<file path="src/rtl/status_flags.sv">
// ---------------------------------------------------------------------------
// status_flags
//
// Owns the CPU condition flags (carry, overflow, zero, negative) that the
// branch checker consumes. Flags are loaded from ALU results, written
// directly, or restored from a small LIFO shadow stack that preserves them
// across interrupt entry and return.
//
// Ports:
//   clk, rst_n      - rising-edge clock, asynchronous active-low reset
//   update          - load flags from the ALU result this cycle
//   op_class        - 00 logic, 01 add, 10 sub, 11 chained sub/compare
//   a, b, result    - ALU operands (b not pre-inverted) and ALU result
//   alu_carry       - ALU carry-out (add) or borrow-out (sub)
//   flag_write      - direct write of all flags from flag_wdata
//   flag_wdata      - {carry, overflow, zero, negative}
//   save / restore  - push / pop the flags on the shadow stack
//   err_clear       - clear the sticky stack_err
//   carry, overflow, zero, negative - registered flags
//   shadow_empty    - stack holds no entries
//   shadow_full     - stack holds SHADOW_DEPTH entries
//   stack_err       - sticky push-on-full, pop-on-empty or save+restore
// ---------------------------------------------------------------------------
module status_flags #(
  parameter int WIDTH        = 8,
  parameter int SHADOW_DEPTH = 4
) (
  input  logic             clk,
  input  logic             rst_n,
  input  logic             update,
  input  logic [1:0]       op_class,
  input  logic [WIDTH-1:0] a,
  input  logic [WIDTH-1:0] b,
  input  logic [WIDTH-1:0] result,
  input  logic             alu_carry,
  input  logic             flag_write,
  input  logic [3:0]       flag_wdata,
  input  logic             save,
  input  logic             restore,
  input  logic             err_clear,
  output logic             carry,
  output logic             overflow,
  output logic             zero,
  output logic             negative,
  output logic             shadow_empty,
  output logic             shadow_full,
  output logic             stack_err
);

  localparam int M  = WIDTH - 1;
  localparam int AW = $clog2(SHADOW_DEPTH);
  localparam int CW = AW + 1;

  // Flag vector layout is {carry, overflow, zero, negative} everywhere.
  logic [3:0]    flags_q;
  logic [3:0]    upd_flags;
  logic [CW-1:0] count_q;
  logic [CW-1:0] count_m1;
  logic [AW-1:0] top_idx;
  logic [AW-1:0] wr_idx;
  logic [3:0]    stack_mem [SHADOW_DEPTH];
  logic          err_q;

  logic stack_empty;
  logic stack_full;
  logic conflict;
  logic pop_err;
  logic push_err;
  logic new_err;
  logic do_pop;
  logic do_push;
  logic live_ok;

  logic a_msb;
  logic b_msb;
  logic res_msb;
  logic res_zero;
  logic add_ovf;
  logic sub_ovf;

  // Stack occupancy and the indices of the top entry and next free slot.
  // wr_idx is only used while the stack is not full, so it always fits.
  assign stack_empty = (count_q == '0);
  assign stack_full  = (count_q == CW'(SHADOW_DEPTH));
  assign count_m1    = count_q - CW'(1);
  assign top_idx     = count_m1[AW-1:0];
  assign wr_idx      = count_q[AW-1:0];

  // Request arbitration. A restore blocks every live-flag change this cycle
  // (whether it succeeds, fails on empty, or collides with save), while a
  // save never blocks the live flags.
  assign conflict = save & restore;
  assign pop_err  = restore & ~save & stack_empty;
  assign push_err = save & ~restore & stack_full;
  assign new_err  = conflict | pop_err | push_err;
  assign do_pop   = restore & ~save & ~stack_empty;
  assign do_push  = save & ~restore & ~stack_full;
  assign live_ok  = ~restore;

  assign a_msb    = a[M];
  assign b_msb    = b[M];
  assign res_msb  = result[M];
  assign res_zero = (result == '0);
  assign add_ovf  = (a_msb == b_msb) && (res_msb != a_msb);
  assign sub_ovf  = (a_msb != b_msb) && (res_msb != a_msb);

  // Flags an update would produce. The chained class ANDs in the current
  // zero so a multi-byte compare reports zero only if every byte matched.
  always_comb begin
    upd_flags = flags_q;
    case (op_class)
      2'b00:   upd_flags = {flags_q[3], 1'b0, res_zero, res_msb};
      2'b01:   upd_flags = {alu_carry, add_ovf, res_zero, res_msb};
      2'b10:   upd_flags = {alu_carry, sub_ovf, res_zero, res_msb};
      default: upd_flags = {alu_carry, sub_ovf, res_zero & flags_q[1], res_msb};
    endcase
  end

  // Live flags: a successful pop wins, then direct write, then ALU update.
  always_ff @(posedge clk or negedge rst_n) begin
    if (!rst_n) begin
      flags_q <= 4'b0000;
    end else if (do_pop) begin
      flags_q <= stack_mem[top_idx];
    end else if (live_ok && flag_write) begin
      flags_q <= flag_wdata;
    end else if (live_ok && update) begin
      flags_q <= upd_flags;
    end
  end

  // Stack depth counter; no wrap-around, errors leave it untouched.
  always_ff @(posedge clk or negedge rst_n) begin
    if (!rst_n) begin
      count_q <= '0;
    end else if (do_pop) begin
      count_q <= count_m1;
    end else if (do_push) begin
      count_q <= count_q + CW'(1);
    end
  end

  // Stack storage. A push captures the flags as they were at the start of
  // the cycle, before any same-cycle write or update lands.
  always_ff @(posedge clk or negedge rst_n) begin
    if (!rst_n) begin
      for (int i = 0; i < SHADOW_DEPTH; i++) begin
        stack_mem[i] <= 4'b0000;
      end
    end else if (do_push) begin
      stack_mem[wr_idx] <= flags_q;
    end
  end

  // Sticky error; a fresh error beats a same-cycle clear.
  always_ff @(posedge clk or negedge rst_n) begin
    if (!rst_n) begin
      err_q <= 1'b0;
    end else if (new_err) begin
      err_q <= 1'b1;
    end else if (err_clear) begin
      err_q <= 1'b0;
    end
  end

  assign {carry, overflow, zero, negative} = flags_q;
  assign shadow_empty = stack_empty;
  assign shadow_full  = stack_full;
  assign stack_err    = err_q;

endmodule
</file>
<file path="config.mk">
export PLATFORM = sky130hd
export DESIGN_NAME = status_flags
export DESIGN_NICKNAME = d
export VERILOG_FILES = /design/src/rtl/status_flags.sv
export SDC_FILE = /design/constraint.sdc
export NUM_CORES = 1
export LEC_CHECK = 0
export CORE_ASPECT_RATIO = 1.5
export CORE_MARGIN = 4
export CORE_UTILIZATION = 45
export DETAILED_ROUTE_END_ITERATION = 7
export GPL_TIMING_DRIVEN = 1
export PLACE_DENSITY = 0.89
export REMOVE_ABC_BUFFERS = 1
export SLEW_MARGIN = 10
export SYNTH_ARGS = -nofsm -noshare
export SYNTH_HDL_FRONTEND = slang
export SYNTH_SLANG_ARGS = --single-unit
</file>
<file path="constraint.sdc">
create_clock -name clk -period 2.8 [get_ports clk]
set_clock_uncertainty 0.15 [all_clocks]
set_input_delay 0.28 -clock clk [delete_from_list [all_inputs] [get_ports clk]]
set_output_delay 0.28 -clock clk [all_outputs]
set_load 0.03 [all_outputs]
</file>
Word level (Yosys, flattened, before mapping)
Cells that the tools add are included.
{ "op_classes": {"add_sub_neg": 2, "mul": 0, "div": 0, "n_lt_le_gt_ge": 3, "eq_ne": 7, "shift": 0, "n_mux": 14, "bitwise_logic": 16, "reduce_logical": 12} }
{ "op_table": {"columns": ["cell", "count"], "rows": [
  ["$mux 4", 6],
  ["$bwmux 16", 1],
  ["$pmux 4 s3", 1],
  ["$and 1x1->1", 8],
  ["$bmux 4 s2", 1],
  ["$demux 4 s2", 1],
  ["$logic_not 8->1", 1],
  ["$ge 3x3->1 const B", 2],
  ["$mux 3", 2],
  ["$not 2->3", 2],
  ["$logic_and 1x1->1", 5],
  ["$not 1->1", 4],
  ["$reduce_bool 2->1", 2],
  ["$add 3x1->3 const B", 1],
  ["$eq 3x3->1 const B", 1],
  ["$logic_not 3->1", 1],
  ["$lt 3x1->1 const B", 1],
  ["$ne 3x3->1 const B", 1],
  ["$reduce_bool 3->1", 1],
  ["$sub 3x1->3 const B", 1],
  ["$eq 2x1->1 const B", 1],
  ["$eq 2x2->1 const B", 1],
  ["$logic_not 2->1", 1],
  ["$mux 1", 2],
  ["4 further kinds", 6]
]} }
{ "totals": {"ff_bits": 24, "latchBits": 0, "ramBits": 0, "mem_bits_ro": 0, "inputBits": 38, "output_inout_bits": 7, "word_cells": 62, "mem_count": 0} }

Depth between registers and ports, before layout
Gate-level depths: netlist of run 1.
{ "depth": {"word_depth": 6, "mapped_depth": 8, "mapped_depth_nobuf": 6} }

Worst setup path before layout of run 1
OpenSTA, ideal clock, no wires.
{ "synth_path": {"path_type": "reg2reg", "start": "register count_q[0]", "end": "register stack_mem[13] (netlist name)", "setup_time_ns": 0.128, "arrival_time_ns": 1.955, "required_time_ns": 2.522, "setup_slack_ns": 0.568, "stages_incl_launch_ff": 8, "n_path_buf": 1, "synth_period_minus_slack_ns": 2.232, "path_cell_list": "dfrtp_1 -> buf_2 -> inv_1 -> ha_1 -> and2_1 -> nor3_4 -> and2_1 -> mux2_1"} }
{ "synth_via": {"word_cells_on_any_way": 10, "cone_classes": "order compare: 2; eq/ne: 1; mux: 3; bitwise: 3; reduce/logical: 1"} }
{ "synth_rtl": {"columns": ["item", "line", "source"], "rows": [
  ["from (decl)", "57", "logic [CW-1:0] count_q;"],
  ["from (signal assigned)", "137", "count_q <= count_m1;"],
  ["from (signal assigned)", "139", "count_q <= count_q + CW'(1);"],
  ["$eq 3x3->1", "84", "assign stack_full = (count_q == CW'(SHADOW_DEPTH));"],
  ["net shadow_full", "46", "output logic shadow_full,"],
  ["$not 1->1", "97", "assign do_push = save & ~restore & ~stack_full;"],
  ["$and 1x1->1", "97", null],
  ["to (signal, indexed assignment)", "151", "stack_mem[wr_idx] <= flags_q;"],
  ["to (decl)", "61", "logic [3:0] stack_mem [SHADOW_DEPTH];"]
]} }
The timed path passes the listed nets, and every way through them passes these cells.
A chain may end at the register's enable or synchronous reset.

Worst setup path after layout of run 1
{ "layout_path": {"start": "register count_q[0]", "end": "output shadow_full"} }
{ "layout_via": {"elab_chain_len": 1} }
{ "layout_lines": {"columns": ["item", "line"], "rows": [
  ["$eq 3x3->1", "84"],
  ["to (decl)", "46"]
]} }
Every way passes these cells.

==> flow_summary.yaml, run 1 <==
drt:
  drt_iter0_markers: 12
  route.vias.total: 1021
  drc: 0
  wl_per_cell_um: 15.0
  vias_per_cell: 5.46
  wirelength_mm: 2.80
  dr.pass1.iters: 4
  ant_nets: 0
final_layout:
  final_area_sq_mm: 0.00174
  fillers: 259
  seqCellArea_sq_um: 601
  final_core_utilization_pct: 60.5
  num_antenna_cells: 0
  area_growth_pct: 29.2
  multi_input_area_sq_um: 704
  layout-drive-gt1-share_pct: 10.1
  fin_nets: 192
power_and_ir_drop:
  power_density_mw_per_mm2: 909
  vdd_ir_drop_max_v: 0.000473
  power_mw: 1.58
  p_leak_nw: 0.724
critical_path:
  cpMaxStageDelayCell: "clkdlybuf4s50_1"
  r2r_start: "count_q[0]$_DFFE_PN0P_"
  crit_type: "reg2out"
  worstPathCellList: "inv_1, ha_1, and2_1, clkdlybuf4s50_1"
  regToRegEndpoint: "stack_mem[15]$_DFFE_PN0P_"
  critPathArrivalTime_ns: 2.10
  crit_path_start_kind: "flip-flop"
  worst_setup_path_end_kind: "output port"
  crit_path_max_incr_delay_ns: 0.70
  r2r_slack_ns: 0.38
  path_max_fanout: 8
  cp.required_ns: 2.37
  reg2reg_depth: 6
clock_network:
  clk_latency_ns: 0.27
  clkTransAtPathRegs_ns: 0.08
  cts_tree: "done"
  numCtsBuffers: 3
  ctsHoldBuffers: 0
  cts_resized: 0
  h-tree-depth: 1
  numClockSinks: 24
  ctsRootBufferMaster: "clkbuf_8"
  cts_setup_buffers: 0
  clock_path_buffers: 2
global_routing:
  met2_usage_pct: 28.5
  grt_start_max_net_pins: 25
  grt_use_met1_pct: 19.3
  grt_usage_pct: 15.8
  antenna_found_initial: 0
  grt-busiest-layer: "met2"
  grtUsageMet3_pct: 2.18
  grt_pass1_vias: 1042
  gr-total-overflow: 0
  grt_pass1_wl_mm: 4.68
sta:
  setup_tns_ns: 0
  period_needed_ns: 2.53
  layout_setup_ws_ns: 0.269
  max_freq_ghz: 0.395
  rsz0062_at_grt: "false"
  tightest_slew_ns: 0.457
  slew_headroom_pct: 69.4
  period_share_pct: 90.4
  setup_viol: 0
  slew_violations: 0
  hold_viol: 0
synth:
  synth_seq_cells: 24
  syn_area_per_cell_sq_um: 11.5
  synth-edff-count: 0
  mappedNetlistArea_sq_mm: 0.00135
  ys_types: 36
  ys.flop_type: "dfrtp_1"
  synthTopCellsByCount: "dfrtp_1 (24), mux2_1 (16), nand2_1 (9), nor2_1 (8)"
  syn_inst: 117
  synth_top_area_share_pct: 44.5
  synth_top_area_cell: "dfrtp_1"
  ys_warn_count: 0
  ys_seq_area_share_pct: 44.5
  yosysMostFrequentCell: "dfrtp_1"
  async_flop_share_pct: 100
  ys_top_cells_by_area: "dfrtp_1 (45%), mux2_1 (13%), mux4_2 (6.7%)"
floorplan:
  coreArea_sq_mm: 0.00288
  fp.dieArea_sq_mm: 0.00396
  die_y_um: 75.1
  ios: 45
  initial_core_util_pct: 46.8
  die_width_um: 52.7
  row_count: 24
run:
  max_cap_violations: 0
outcome:
  outcome: "finished clean"
placed_design:
  gp_congestion: 0.742
  place_ws_ns: 0.380
  portBuffers: 30
  place_area_sq_mm: 0.00169
  place_hpwl_mm: 2.30
hold_path:
  hp-class: "in2async"
[cells by family (layout without fill, tap and decap cells)]
group	Yosys count	after routing	share of synthesized area, %
compound gates	16	16	10.2
fa+ha+maj	5	5	4.64
xor+xnor	2	2	1.30
simple gates	39	39	16.0
mux	20	20	20.0
flops	24	24	44.5
buf+inv	11	42	3.25
[per-layer routing]
| layer | vias to the layer above | share of wire, % | wire [um] |
|---|---|---|---|
| met1 | 503 | 43 | 1190 |
| met4 | 0 | 1.4 | 39 |
| met3 | 5 | 4.2 | 119 |
| li1 | 482 | - | - |
| met5 | - | 0 | 0 |
| met2 | 31 | 52 | 1450 |
[final cells by class]
class	count	area share, %
multi-input combinational	82	40.4
inverter	7	1.51
timing repair buffer	31	17.7
sequential	24	34.5
clock buffer	4	3.16
tap	39	2.80
[stage by stage]
step	std cells	hold WS, ns
after floorplan	113	-0.166
after global placement	183	0.312
after detailed placement	183	0.327
after CTS	187	0.220
after global routing	187	0.242
final	187	0.206
[layout by cell type, fill, tap and decap left out, drive strengths merged]
master / count
a211o: 1
mux2: 16
ha: 5
and2b: 1
o21ai: 2
o2111ai: 1
a221oi: 1
or3: 1
or3b: 1
nand2: 9
o211ai: 1
buf: 1
dfrtp: 24
nor2b: 1
clkdlybuf4s50: 30
nor4: 1
nand3: 1
and3: 2
a21oi: 4
nand2b: 5
mux4: 4
a221o: 1
nand3b: 1
xnor2: 2
o221ai: 1
a2111oi: 3
inv: 7
nor2: 8
and2: 2
clkbuf: 4
a22oi: 1
nor3: 6
[sequential cells by signal (all words and copies together) (netlist names)]
register   cells
count_q        3
stack_err      1
flags_q        4
stack_mem     16
[worst max-delay path, delay by kind of cell, from the launching register on]
| family | cells | cell delay (ns) |
|---|---|---|
| adders and majority gates | 1 | 0.19 |
| and+or+nand+nor | 1 | 0.22 |
| buffers and inverters | 2 | 0.88 |
| DFF | 1 | 0.53 |
[worst max path at each step]
stage	from	to	cells past startpoint	slack [ns]
4_1_cts	count_q[0]$_DFFE_PN0P_	shadow_full	4	0.26
5_1_grt	count_q[0]$_DFFE_PN0P_	shadow_full	4	0.19
3_3_place_gp	count_q[0]$_DFFE_PN0P_	stack_mem[14]$_DFFE_PN0P_	6	0.46
2_1_floorplan	count_q[0]$_DFFE_PN0P_	stack_mem[13]$_DFFE_PN0P_	6	0.55
3_5_place_dp	count_q[0]$_DFFE_PN0P_	stack_mem[15]$_DFFE_PN0P_	6	0.38
6_report	count_q[0]$_DFFE_PN0P_	shadow_full	4	0.27
[power breakdown]
part	total, mW	leakage [nW]	switching (mW)	internal (mW)
clock network	0.230	0.0288	0.105	0.126
registers	0.650	0.287	0.135	0.515
logic	0.703	0.408	0.327	0.376
Note: power is estimated with default switching activity, not from simulation.
==> run 2: changes to the inputs <==
Settings changed: TNS_END_PERCENT from default to 1.
==> results of run 2 <==
No change in the layout: final DEF, timing and power equal those of run 1.
